$ cat src/rtl/gate_sweep_controller.sv
// Sweeps a 2-input gate through {a,b} = 00,01,10,11, samples its output after a
// settle delay and reports error count, first failing vector and pass/fail.
module gate_sweep_controller #(
  parameter int unsigned SETTLE_CYCLES = 1,
  parameter logic [3:0]  EXPECTED      = 4'b0001
) (
  input  logic       i_clk,
  input  logic       i_reset,
  input  logic       i_start,
  output logic       o_a,
  output logic       o_b,
  input  logic       i_c,
  output logic       o_busy,
  output logic       o_done,
  output logic       o_pass,
  output logic [2:0] o_err_count,
  output logic [1:0] o_first_fail,
  output logic       o_first_fail_valid,
  output logic [1:0] o_state_dbg
);

  // Encoding is visible on o_state_dbg: IDLE=0, SETTLE=1, SAMPLE=2, DONE=3.
  typedef enum logic [1:0] {
    ST_IDLE   = 2'd0,
    ST_SETTLE = 2'd1,
    ST_SAMPLE = 2'd2,
    ST_DONE   = 2'd3
  } state_t;

  localparam logic [3:0] SETTLE_LOAD = 4'(SETTLE_CYCLES);

  state_t     state_q, state_d;
  logic [1:0] idx_q, idx_d;
  logic [3:0] cnt_q, cnt_d;
  logic [2:0] err_q, err_d;
  logic [1:0] ff_q, ff_d;
  logic       ffv_q, ffv_d;
  logic       mismatch;
  logic       busy;

  always_ff @(posedge i_clk) begin
    if (i_reset) begin
      state_q <= ST_IDLE;
      idx_q   <= 2'd0;
      cnt_q   <= 4'd0;
      err_q   <= 3'd0;
      ff_q    <= 2'd0;
      ffv_q   <= 1'b0;
    end else begin
      state_q <= state_d;
      idx_q   <= idx_d;
      cnt_q   <= cnt_d;
      err_q   <= err_d;
      ff_q    <= ff_d;
      ffv_q   <= ffv_d;
    end
  end

  // i_start is a level request: it is only looked at in IDLE and DONE, and is
  // simply ignored while a sweep is running (no queueing, no restart).
  always_comb begin
    state_d  = state_q;
    idx_d    = idx_q;
    cnt_d    = cnt_q;
    err_d    = err_q;
    ff_d     = ff_q;
    ffv_d    = ffv_q;
    mismatch = (i_c !== EXPECTED[idx_q]);
    case (state_q)
      ST_IDLE, ST_DONE: begin
        if (i_start) begin
          idx_d   = 2'd0;
          cnt_d   = SETTLE_LOAD;
          err_d   = 3'd0;
          ff_d    = 2'd0;
          ffv_d   = 1'b0;
          state_d = (SETTLE_LOAD == 4'd0) ? ST_SAMPLE : ST_SETTLE;
        end
      end
      ST_SETTLE: begin
        cnt_d = cnt_q - 4'd1;
        if (cnt_q <= 4'd1) state_d = ST_SAMPLE;
      end
      ST_SAMPLE: begin
        if (mismatch) begin
          err_d = err_q + 3'd1;
          if (!ffv_q) begin
            ff_d  = idx_q;
            ffv_d = 1'b1;
          end
        end
        if (idx_q == 2'd3) begin
          state_d = ST_DONE;
        end else begin
          idx_d   = idx_q + 2'd1;
          cnt_d   = SETTLE_LOAD;
          state_d = (SETTLE_LOAD == 4'd0) ? ST_SAMPLE : ST_SETTLE;
        end
      end
      default: state_d = ST_IDLE;
    endcase
  end

  // Outputs decode registered state only; i_c never reaches an output directly.
  always_comb begin
    busy               = (state_q == ST_SETTLE) || (state_q == ST_SAMPLE);
    o_busy             = busy;
    o_a                = busy & idx_q[1];
    o_b                = busy & idx_q[0];
    o_done             = (state_q == ST_DONE);
    o_pass             = (state_q == ST_DONE) && (err_q == 3'd0);
    o_err_count        = err_q;
    o_first_fail       = ff_q;
    o_first_fail_valid = ffv_q;
    o_state_dbg        = state_q;
  end

endmodule

$ cat config.mk
export PLATFORM = sky130hd
export DESIGN_NAME = gate_sweep_controller
export DESIGN_NICKNAME = d
export VERILOG_FILES = /design/src/rtl/gate_sweep_controller.sv
export SDC_FILE = /design/constraint.sdc
export NUM_CORES = 1
export LEC_CHECK = 0
export CAP_MARGIN = 15
export CORE_MARGIN = 5
export CORE_UTILIZATION = 60
export DETAILED_ROUTE_END_ITERATION = 7
export DONT_BUFFER_PORTS = 1
export PLACE_DENSITY = 0.85
export RECOVER_POWER = 100
export SKIP_CTS_REPAIR_TIMING = 1
export SLEW_MARGIN = 10
export SYNTH_ARGS = -nofsm -noshare
export SYNTH_HDL_FRONTEND = slang
export SYNTH_SLANG_ARGS = --single-unit
$ cat constraint.sdc
create_clock -name i_clk -period 4.15 [get_ports i_clk]
set_input_delay 0.83 -clock i_clk [delete_from_list [all_inputs] [get_ports i_clk]]
set_output_delay 0.83 -clock i_clk [all_outputs]
set_load 0.02 [all_outputs]
==> flow_metrics.env <==
export IMPL_avgSynthCellArea_um2=8.169
export IMPL_clk_pin_slew_ns=0.09
export IMPL_fin_crit_ns=2.431
export IMPL_nets=119
export IMPL_grt_pass1_vias=600
export IMPL_hold_class="reg -> reg"
export IMPL_mostFrequentLayoutCells="14 x dfxtp_1, 11 x inv_1, 11 x nor2_1"
export IMPL_cts_inserted_buffers=3
export IMPL_post_drt_wl_per_cell_um=13.84
export IMPL_die_h_um=47.63
export IMPL_worstMarginPinSlew_ns=0.5884
export IMPL_fmax_ghz=0.4114
export IMPL_start_util_pct=64.48
export IMPL_status="complete, no violations"
export IMPL_highest_layer="met4"
export IMPL_vias=706
export IMPL_path_class="reg -> out"
export IMPL_hpwl_um=1223
export IMPL_antenna_left=0
export IMPL_yosysSeqAreaShare_pct=32.99
export IMPL_fp_coreArea_mm2=0.001318
export IMPL_p_per_area_mw_per_mm2=466.8
export IMPL_whs_ns=0.5106
export IMPL_pin_count=17
export IMPL_syn_to_final_growth_pct=1.915
export IMPL_cp_cell_sequence="inv_1, ha_1, nor2_1"
export IMPL_drc=0
export IMPL_synthTopCellsByArea="dfxtp_1 33%, ha_1 15%, inv_1 4.9%"
export IMPL_wl_met1_um=739
export IMPL_vias_per_cell=5.933
export IMPL_pre_cts_ws_ns=2.006
export IMPL_critPathMaxFanout=6
export IMPL_worst_endpoint_arrival_ns=1.60
export IMPL_rows=13
export IMPL_grt_max_degree=15
export IMPL_finalCritPeriodShare_pct=58.58
export IMPL_worst_setup_path_end_kind="output port"
export IMPL_slowest_stage="dfxtp_1"
export IMPL_h_tree_depth=1
export IMPL_yosysTopAreaCellShare_pct=32.99
export IMPL_regArea_um2=280.3
export IMPL_grt_pass1_wl_um=2566
export IMPL_synth_fp_nets=118
export IMPL_clock_skew_final_ns=0.001106
export IMPL_die_area_mm2=0.002269
export IMPL_worstPathBufferInverterCount=1
export IMPL_tritoncts="built"
export IMPL_fin_ws_ns=1.719
export IMPL_n_antenna_cell=0
export IMPL_netlist_instances=104
export IMPL_dieWidth_um=47.63
export IMPL_root_buffer="clkbuf_4"
export IMPL_max_stage_delay_ns=0.54
export IMPL_cts_sinks=14
export IMPL_slew_headroom_pct=60.69
export IMPL_routed_wl_um=1647
export IMPL_setup_viol=0
export IMPL_fillers=108
export IMPL_io_buffer_count=0
export IMPL_final_common_cell="dfxtp_1"
export IMPL_rsz0062_at_grt="no"
export IMPL_synth_warnings=0
export IMPL_final_hold_violation_count=0
export IMPL_gr_total_overflow=0
export IMPL_antenna_found_initial=0
export IMPL_ir_drop_mv=0.3193
export IMPL_synth_area_um2=849.6
export IMPL_p_leak_nw=0.3323
export IMPL_crit_path_start_kind="register"
export IMPL_clk_latency_ns=0.28
export IMPL_synth_flop_cell="dfxtp_1"
export IMPL_dr_pass1_iters=4
export IMPL_final_layout_size_suffix_gt1_share_pct=6.731
export IMPL_multiInputGateArea_um2=489.2
export IMPL_route_met2_wl_um=789
export IMPL_tns_ns=0
export IMPL_drv_slew=0
export IMPL_async_flop_share_pct=0
export IMPL_crit_family="flip-flops"
export IMPL_ys_types=30
export IMPL_first_iter_violations=12
export IMPL_route_met3_wl_um=105
export IMPL_power_total_mw=0.4042
export IMPL_drv_cap=0
export IMPL_grt_usage_pct=16.81
export IMPL_ys_ff_latch=14
export IMPL_clk_path_buf_depth=2
export IMPL_synth_top_cell_by_area="dfxtp_1"
export IMPL_routabilityCongestion=0.7495
export IMPL_synth_edff_count=0
export IMPL_critPathRequiredTime_ns=3.32
## layout make-up
cell class | instances | share of cell area (%)
clock buffer | 4 | 4.191
inverter | 11 | 4.769
multi-input combinational | 75 | 56.50
sequential | 14 | 32.37
tap | 15 | 2.168
## path summary, 6_finish.rpt
kind / start / end / slack [ns] / depth (start not counted)
max reg2reg: o_state_dbg[0]$_SDFFE_PP0P_ / o_err_count[2]$_SDFFE_PP0P_ / 2.00 / 6
min: idx_q[1]$_SDFFE_PP0P_ / idx_q[1]$_SDFFE_PP0P_ / 0.51 / 2
max: o_state_dbg[0]$_SDFFE_PP0P_ / o_a / 1.72 / 3
min reg2reg: idx_q[1]$_SDFFE_PP0P_ / idx_q[1]$_SDFFE_PP0P_ / 0.51 / 2
## routing by layer
metal | vias to the layer above | global-route usage, %
met5 | - | 0
met4 | 0 | 9.140
met3 | 2 | 7.143
met2 | 13 | 26.74
met1 | 330 | 18.96
li1 | 361 | -
## sequential cells by signal, summed over array words and instances (netlist names)
name                count
cnt_q                   4
idx_q                   2
o_err_count             3
o_first_fail            2
o_first_fail_valid      1
o_state_dbg             2
## cells in the mapped netlist (2+ instances only)
cell type,count
nand4_1,2
buf_2,2
nor4_1,2
ha_1,10
inv_1,11
a21oi_1,8
a31oi_1,3
nor3_1,3
or4_1,2
nand3_1,6
dfxtp_1,14
nor2_1,11
xor2_1,3
o21ai_0,5
nand2_1,7
## cells by family after synthesis
group | Yosys count | share of synthesized area (%)
fa+ha+maj | 10 | 14.73
xor+xnor | 4 | 4.124
simple gates | 40 | 25.04
buf+inv | 15 | 7.805
compound gates | 21 | 15.32
flops | 14 | 32.99
## power by group
part,internal [mW],total (mW),switching [mW]
combinational,0.0477,0.132,0.0838
clock,0.0534,0.0994,0.0460
sequential,0.149,0.173,0.0241
## tightest hold or removal path, cell delays in order, from the launching register on
cell     delay [ns]
dfxtp_1        0.34
o21ai_0        0.08
a21oi_1        0.06
## metrics by stage
step,instance area (um2),instances,util (%)
2_1_floorplan,849.6,104,-
3_3_place_gp,843.3,115,64.01
3_5_place_dp,843.3,115,64.01
4_1_cts,879.6,119,66.76
5_1_grt,865.8,119,65.72
6_report,865.8,119,65.72
Power figures use the tool's default switching activity.
